==> src/rtl/clk_div_pkg.sv <==
// Shared types and defaults for the clock divider bank.
// half_up gives the high-phase length of a divisor: ceil(P/2) without overflow.
package clk_div_pkg;
    localparam int DEF_CHANNELS = 4;
    localparam int DEF_WIDTH    = 16;

    typedef logic [DEF_WIDTH-1:0] div_t;

    function automatic div_t half_up(div_t p);
        return (p >> 1) + div_t'(p[0]);
    endfunction
endpackage

==> src/rtl/clk_div_chan.sv <==
// One divider channel: counter, active/pending divisor, registered wave and tick.
// Pending divisors only land on a boundary (wrap, disabled, or sync).
module clk_div_chan
    import clk_div_pkg::*;
#(
    parameter int               WIDTH     = DEF_WIDTH,
    parameter logic [WIDTH-1:0] RESET_DIV = '0
) (
    input  logic             clk,
    input  logic             resetn,
    input  logic             load,
    input  logic [WIDTH-1:0] load_val,
    input  logic             sync,
    output logic             div_out,
    output logic             tick,
    output logic             pend
);
    logic [WIDTH-1:0] cnt_q, cnt_d, p_q, p_d, nxt_q, nxt_d, half_d;
    logic             pend_q, pend_d, div_out_q, div_out_d, tick_q, tick_d;
    logic             wrap, boundary;

    always_comb begin
        wrap     = (p_q != '0) && (cnt_q == p_q - WIDTH'(1));
        boundary = sync || wrap || (p_q == '0);
        cnt_d    = boundary ? '0 : cnt_q + WIDTH'(1);
        p_d      = p_q;
        nxt_d    = nxt_q;
        pend_d   = pend_q;
        // pend_q is the registered flag, so a write never applies in its own accept cycle
        if (pend_q && boundary) begin
            p_d    = nxt_q;
            pend_d = 1'b0;
        end
        if (load) begin
            nxt_d  = load_val;
            pend_d = 1'b1;
        end
        half_d    = (p_d >> 1) + WIDTH'(p_d[0]);
        div_out_d = (p_d != '0) && (cnt_d < half_d);
        tick_d    = (p_d != '0) && (cnt_d == '0);
    end

    always_ff @(posedge clk) begin
        if (!resetn) begin
            cnt_q     <= '0;
            p_q       <= RESET_DIV;
            nxt_q     <= '0;
            pend_q    <= 1'b0;
            div_out_q <= (RESET_DIV != '0);
            tick_q    <= (RESET_DIV != '0);
        end else begin
            cnt_q     <= cnt_d;
            p_q       <= p_d;
            nxt_q     <= nxt_d;
            pend_q    <= pend_d;
            div_out_q <= div_out_d;
            tick_q    <= tick_d;
        end
    end

    assign div_out = div_out_q;
    assign tick    = tick_q;
    assign pend    = pend_q;
endmodule

==> src/rtl/clk_div_bank.sv <==
// Bank of programmable clock dividers with a shared config port and global sync.
// Top level is decode only; all state lives in the per-channel instances.
module clk_div_bank
    import clk_div_pkg::*;
#(
    parameter int          CHANNELS  = DEF_CHANNELS,
    parameter int          WIDTH     = DEF_WIDTH,
    parameter int unsigned RESET_DIV = 0,
    parameter int          CW        = (CHANNELS > 1) ? $clog2(CHANNELS) : 1
) (
    input  logic                clk,
    input  logic                resetn,
    input  logic                cfg_valid,
    output logic                cfg_ready,
    input  logic [CW-1:0]       cfg_chan,
    input  logic [WIDTH-1:0]    cfg_div,
    input  logic                sync,
    output logic [CHANNELS-1:0] div_out,
    output logic [CHANNELS-1:0] tick,
    output logic [CHANNELS-1:0] pending
);
    logic [CHANNELS-1:0] pend_w, load;
    logic [2**CW-1:0]    pend_pad;
    logic                accept;

    always_comb begin
        // Zero padding makes out-of-range indices always ready; their writes match no channel.
        pend_pad                 = '0;
        pend_pad[CHANNELS-1:0]   = pend_w;
        cfg_ready                = !pend_pad[cfg_chan];
        accept                   = cfg_valid && cfg_ready;
        load                     = '0;
        for (int i = 0; i < CHANNELS; i++)
            load[i] = accept && (32'(cfg_chan) == 32'(i));
    end

    for (genvar g = 0; g < CHANNELS; g++) begin : g_chan
        clk_div_chan #(
            .WIDTH    (WIDTH),
            .RESET_DIV(WIDTH'(RESET_DIV))
        ) u_chan (
            .clk     (clk),
            .resetn  (resetn),
            .load    (load[g]),
            .load_val(cfg_div),
            .sync    (sync),
            .div_out (div_out[g]),
            .tick    (tick[g]),
            .pend    (pend_w[g])
        );
    end

    assign pending = pend_w;
endmodule

==> config.mk <==
export PLATFORM = sky130hd
export DESIGN_NAME = clk_div_bank
export DESIGN_NICKNAME = d
export VERILOG_FILES = /design/src/rtl/clk_div_pkg.sv /design/src/rtl/clk_div_chan.sv /design/src/rtl/clk_div_bank.sv
export SDC_FILE = /design/constraint.sdc
export NUM_CORES = 1
export LEC_CHECK = 0
export ABC_AREA = 0
export CELL_PAD_IN_SITES_DETAIL_PLACEMENT = 0
export CELL_PAD_IN_SITES_GLOBAL_PLACEMENT = 1
export CORE_ASPECT_RATIO = 1.2
export CORE_UTILIZATION = 51
export CTS_BUF_LIST = sky130_fd_sc_hd__clkbuf_16
export CTS_CLUSTER_DIAMETER = 30
export DETAILED_ROUTE_END_ITERATION = 10
export PLACE_DENSITY_LB_ADDON = 0.12
export SLEW_MARGIN = 20
export SYNTH_ARGS = -nofsm -noshare
export SYNTH_HDL_FRONTEND = slang
export SYNTH_SLANG_ARGS = --single-unit
export TNS_END_PERCENT = 5
==> constraint.sdc <==
create_clock -name clk -period 11.8 [get_ports clk]
set_input_delay 1.18 -clock clk [delete_from_list [all_inputs] [get_ports clk]]
set_output_delay 1.18 -clock clk [all_outputs]
set_load 0.01 [all_outputs]
### Word-level counts from Yosys, hierarchy flattened

Cells that the tools add are included.

| word-level totals | value |
|---|---|
| word-level logic and storage cells | 117 |
| bits in registers | 204 |
| output and inout bits | 13 |

| operators by class | value |
|---|---|
| $lt $le $gt $ge | 5 |
| reductions and logical operators | 51 |
| eq/ne operators | 7 |
| add/subtract/negate cells | 12 |
| multiplexer cells | 18 |

Operators with widths:

| cell | number |
|---|---|
| $logic_not A16 Y1 | 8 |
| $mux W16 | 8 |
| $reduce_bool A16 Y1 | 8 |
| $add A15 B1 Y16 | 4 |
| $add A16 B1 Y16 const B | 4 |
| $eq A16 B16 Y1 | 4 |
| $lt A16 B16 Y1 | 4 |
| $sub A16 B1 Y16 const B | 4 |
| $logic_and A1 B1 Y1 | 21 |
| $mux W1 | 9 |
| $logic_or A1 B1 Y1 | 8 |
| $reduce_bool A2 Y1 | 4 |
| $eq A2 B2 Y1 const B | 2 |
| $lt A2 B3 Y1 const B | 1 |
| $bmux W1 S2 | 1 |
| $eq A2 B1 Y1 const B | 1 |
| $logic_not A2 Y1 | 1 |
| $logic_not A1 Y1 | 1 |

### Longest topological paths before layout

| depth | value |
|---|---|
| depth after elaboration | 10 |
| gate-level depth with buffers | 30 |

### Modules after synthesis

From an unflattened synthesis, not the netlist that was laid out.

| unflattened totals | value |
|---|---|
| cells, all modules | 1782 |
| area, all modules | 14556.5 um^2 |

Modules (own cells, without submodules):

| module | seq. area each (um^2) | instances | area each (um^2) | cells an instance |
|---|---|---|---|---|
| clk_div_chan at g_chan[0].u_chan ... | 1021.0 | 3 | 3587.2 | 436 |
| clk_div_chan at g_chan[3].u_chan | 1021.0 | 1 | 3731.1 | 467 |
| clk_div_bank | 0.0 | 1 | 63.8 | 7 |

### Worst setup path after synthesis

OpenSTA, ideal clock, no wires.

| path | value |
|---|---|
| path kind | register to register |
| from | reg g_chan[1].u_chan.p_q[0] |
| to | reg g_chan[1].u_chan.div_out_q |
| buffers on the path | 2 |
| path slack | 5.986 ns |
| data required time | 11.740 ns |
| cell stages (with the launch flop) | 26 |
| arrival | 5.754 ns |
| setup time | 0.060 ns |
| cell sequence | dfxtp_1 > clkbuf_1 > inv_1 > ha_1 > xnor2_1 > or4_1 > a2111o_1 > a2111oi_0 > a22oi_1 > clkbuf_1 > mux2i_1 > inv_1 > ha_1 > nand3_1 > nor2_1 > and3_1 > mux2_2 > a311o_1 > nand3_1 > ha_1 > a21o_1 > a21o_1 > a21oi_1 > o22ai_1 > a2111oi_0 > o311a_1 |

| between the ends | value |
|---|---|
| word-level cells in the longest chain between the ends | 10 |
| elaborated cells between the ends (all ways) | 14 |
| those cells by class | 2 x add/sub; 1 x order compare; 1 x eq/ne; 2 x mux; 8 x reduce/logical |

RTL lines:

| item | RTL line | source |
|---|---|---|
| from (decl) | clk_div_chan.sv:18 | `logic [WIDTH-1:0] cnt_q, cnt_d, p_q, p_d, nxt_q, nxt_d, half_d;` |
| from (signal assigned) | clk_div_chan.sv:53 | `p_q <= p_d;` |
| $sub A16 B1 Y16 | clk_div_chan.sv:23 | `wrap = (p_q != '0) && (cnt_q == p_q - WIDTH'(1));` |
| $eq A16 B16 Y1 | clk_div_chan.sv:23 |  |
| $logic_and A1 B1 Y1 | clk_div_chan.sv:23 |  |
| $logic_or A1 B1 Y1 (2 in a row) | clk_div_chan.sv:24 | `boundary = sync \|\| wrap \|\| (p_q == '0);` |
| $logic_and A1 B1 Y1 | clk_div_chan.sv:30 | `if (pend_q && boundary) begin` |
| $mux W16 * | clk_div_chan.sv:30 |  |
| named net g_chan[1].u_chan.p_d[0] | clk_div_chan.sv:18 |  |
| $add A15 B1 Y16 | clk_div_chan.sv:38 | `half_d = (p_d >> 1) + WIDTH'(p_d[0]);` |
| $lt A16 B16 Y1 | clk_div_chan.sv:39 | `div_out_d = (p_d != '0) && (cnt_d < half_d);` |
| $logic_and A1 B1 Y1 * | clk_div_chan.sv:39 |  |
| to (signal assigned) | clk_div_chan.sv:49 | `div_out_q <= (RESET_DIV != '0);` |
| to (signal assigned) | clk_div_chan.sv:56 | `div_out_q <= div_out_d;` |
| to (decl) | clk_div_chan.sv:19 | `logic pend_q, pend_d, div_out_q, div_out_d, tick_q, tick_d;` |

Mark *: on every way through the listed nets, which the timed path passes. The rest lies on a longest branch.
A chain may end at the register's enable or synchronous reset.

### Worst setup path in the final report

| path | value |
|---|---|
| from | reg g_chan[2].u_chan.p_q[0] |
| to | reg g_chan[2].u_chan.div_out_q |

| between the ends | value |
|---|---|
| word-level cells in the longest chain between the ends | 10 |
| elaborated cells between the ends (all ways) | 14 |
| those cells by class | 2 x add/sub; 1 x order compare; 1 x eq/ne; 2 x mux; 8 x reduce/logical |

RTL lines:

| item | RTL line |
|---|---|
| from (decl) | clk_div_chan.sv:18 |
| from (signal assigned) | clk_div_chan.sv:53 |
| $sub A16 B1 Y16 | clk_div_chan.sv:23 |
| $eq A16 B16 Y1 | clk_div_chan.sv:23 |
| $logic_and A1 B1 Y1 | clk_div_chan.sv:23 |
| $logic_or A1 B1 Y1 (2 in a row) | clk_div_chan.sv:24 |
| $logic_and A1 B1 Y1 | clk_div_chan.sv:30 |
| $mux W16 * | clk_div_chan.sv:30 |
| named net g_chan[2].u_chan.p_d[0] | clk_div_chan.sv:18 |
| $add A15 B1 Y16 | clk_div_chan.sv:38 |
| $lt A16 B16 Y1 | clk_div_chan.sv:39 |
| $logic_and A1 B1 Y1 * | clk_div_chan.sv:39 |
| to (signal assigned) | clk_div_chan.sv:49 |
| to (signal assigned) | clk_div_chan.sv:56 |
| to (decl) | clk_div_chan.sv:19 |

Marks and branches as above.

==> flow_summary.yaml <==
synth:
  netlist-cell-type-count: 76
  syn-num-nets: 2027
  synth_area_leaders: "dfxtp_1 (28%), xnor2_1 (7.5%), ha_1 (7.3%)"
  synth.most_common_cell: "nor2_1"
  async_reset_ff_frac: 0
  synth.top_cell.area_share: 0.282
  yosys_warnings: 0
  synth_common_cells: "nor2_1 (260), nand2_1 (243), dfxtp_1 (204), xnor2_1 (124), a21oi_1 (117)"
  syn_area_um2: 14500
  avgSynthCellArea_um2: 7.54
  synth_seq_cells: 204
  synthCells: 1921
  yosysSeqAreaShare: 0.282
  synth_top_cell_by_area: "dfxtp_1"
  ys.flop_type: "dfxtp_1"
  synth_edf_count: 0
worst_setup_path:
  crit_arrival_ns: 7.42
  slowest_stage: "nor3b_1"
  worst-path-max-fanout: 37
  crit_type: "flop to flop"
  cpLargestDelayFamily: "simple AND/OR/NAND/NOR gates"
  crit_top_cell: "ha_1"
  worst_path_largest_cell_delay_ns: 0.63
  reg2reg_from: "g_chan[2].u_chan.p_q[0]$_SDFF_PN0_"
  crit_buf_inv: 2
  required_ns: 12.23
  crit_start: "g_chan[2].u_chan.p_q[0]$_SDFF_PN0_"
  worst_setup_path_end_kind: "flop"
  crit_path_start_kind: "flop"
global_route:
  antenna_found_initial: 1
  grt_pass1_wl_um: 64800
  grt_start_max_net_pins: 85
  track_usage: 0.277
  grt_pass1_vias: 12400
  grt_overflow: 0
sta:
  finalHoldViolCount: 0
  fin_worst_skew_ns: 0.0127
  layout_worst_path_cycle_share: 0.593
  hold_ws_ns: 0.457
  drv_slew: 0
  relSlewSlack: 0.239
  setup_tns_ns: 0
  fin_crit_ns: 6.99
  fmax_mhz: 143
  worst_pin_slew_ns: 1.13
  setup_viol: 0
  setup_ws_ns: 4.81
  rsz0062_at_grt: "false"
worst_hold_path:
  min_from: "g_chan[1].u_chan.nxt_q[0]$_SDFFE_PN0P_"
  hold_class: "flop to flop"
pwr:
  vdd_drop_max_mv: 0.137
  power.total_mw: 2.15
  leakagePower_nw: 6.41
  cellPowerDensity_nw_per_um2: 131
placement:
  placed_cells: 2200
  hpwl_um: 29400
  placed_cell_area_um2: 14800
  portBuffers: 34
  pre_cts_ws_ns: 4.87
  gp_congestion: 0.891
route:
  ant_nets: 0
  via_per_inst: 5.67
  avgRoutedWirePerCell_um: 17.3
  drtIter0Drc: 827
  vias: 13000
  remaining_drc_errors: 0
  first_pass_iters: 5
  drt-total-wl_um: 39500
clock_tree:
  cts_buffer_depth: 3
  postCtsSetupRepairBufs: 0
  cts-root-buf: "clkbuf_16"
  cts-hold-fix-buffers: 0
  path_clk_slew_ns: 0.05
  cts_resized: 0
  cts_sinks: 204
  cts_tree: "yes"
  worstSkewPairLatency_ns: 0.54
  htreeDepth: 2
  cts_buffers: 45
die:
  ios: 35
  fp.dieW_um: 156
  core_area_um2: 27900
  die_h_um: 187
  start_util: 0.519
  fp.dieArea_um2: 29100
  row_count: 67
cells_and_area:
  drive_gt1_frac: 0.0630
  regArea_um2: 4080
  stdcell_count: 2284
  syn_to_final_growth_pct: 13.1
  design_area_um2: 16400
  final_util: 0.587
  nets: 1974
  fillers: 2635
  multi_input_area_um2: 9650
flow_run:
  cap_violations: 0
status:
  status: "finished clean"
[placed cells by master, fill, tap and decap left out, drive strengths merged, types with 11 or more instances in the layout]
cell and count:
or4 11, inv 54, and4 11, nor2b 12
xor2 99, o21ai 49, clkbuf 45, mux2i 68
nor2 260, nand2 244, a21oi 117, nand4 55
dfxtp 204, mux2 11, ha 84, nor3 56
and3 32, clkinv 19, clkdlybuf4s50 34, nor4 26
a31oi 21, and2 12, nand3 95, a21o 29
xnor2 124
[final cells by class]
cell class                      instances  area share
Antenna cell                            1    0.000153
Clock buffer                           45      0.0687
Clock inverter                         38      0.0288
Inverter                               47      0.0109
Multi-Input combinational cell       1528       0.589
Sequential cell                       204       0.249
Tap cell                              379      0.0289
Timing Repair Buffer                   42      0.0244
[final timing paths]
check	end	slack (ns)	cells after the start
setup reg to reg	g_chan[2].u_chan.div_out$_SDFF_PN0_	4.81	26
setup / recovery	g_chan[2].u_chan.div_out$_SDFF_PN0_	4.81	26
hold reg to reg	g_chan[1].u_chan.nxt_q[0]$_SDFFE_PN0P_	0.46	2
hold / removal	g_chan[1].u_chan.nxt_q[0]$_SDFFE_PN0P_	0.46	2
[where the power goes]
part | internal (mW) | switching, mW
Combinational | 0.0409 | 0.0638
Sequential | 0.700 | 0.0153
Clock | 0.898 | 0.427
Total | 1.64 | 0.506
[registers in the layout, summed over array words and instances (netlist names)]
name	flops
g_chan.u_chan.div_out	4
g_chan.u_chan.cnt_q	64
g_chan.u_chan.nxt_q	64
g_chan.u_chan.p_q	64
g_chan.u_chan.tick	4
g_chan.u_chan.pend	4
[worst min-delay path, delay by kind of cell, from the launching register on]
| family | cells | cell delay [ns] |
|---|---|---|
| simple gates | 1 | 0.05 |
| compound gates | 1 | 0.05 |
| flops | 1 | 0.30 |
[layer usage]
layer | vias up | wire length, um | GRT usage
met5 | - | 0 | 0
met4 | 0 | 1250 | 0.107
met3 | 82 | 1790 | 0.0416
met2 | 284 | 18700 | 0.461
met1 | 6027 | 17700 | 0.357
li1 | 6558 | - | -
[logic make-up after synthesis]
family / synth area share
AND/OR/NAND/NOR: 0.281
flip-flops: 0.282
adder cells (fa/ha/maj): 0.0725
multiplexers: 0.0560
XOR/XNOR: 0.135
buffers and inverters: 0.0534
AO/OA/AOI/OAI: 0.121
(Power assumes the default switching activity.)
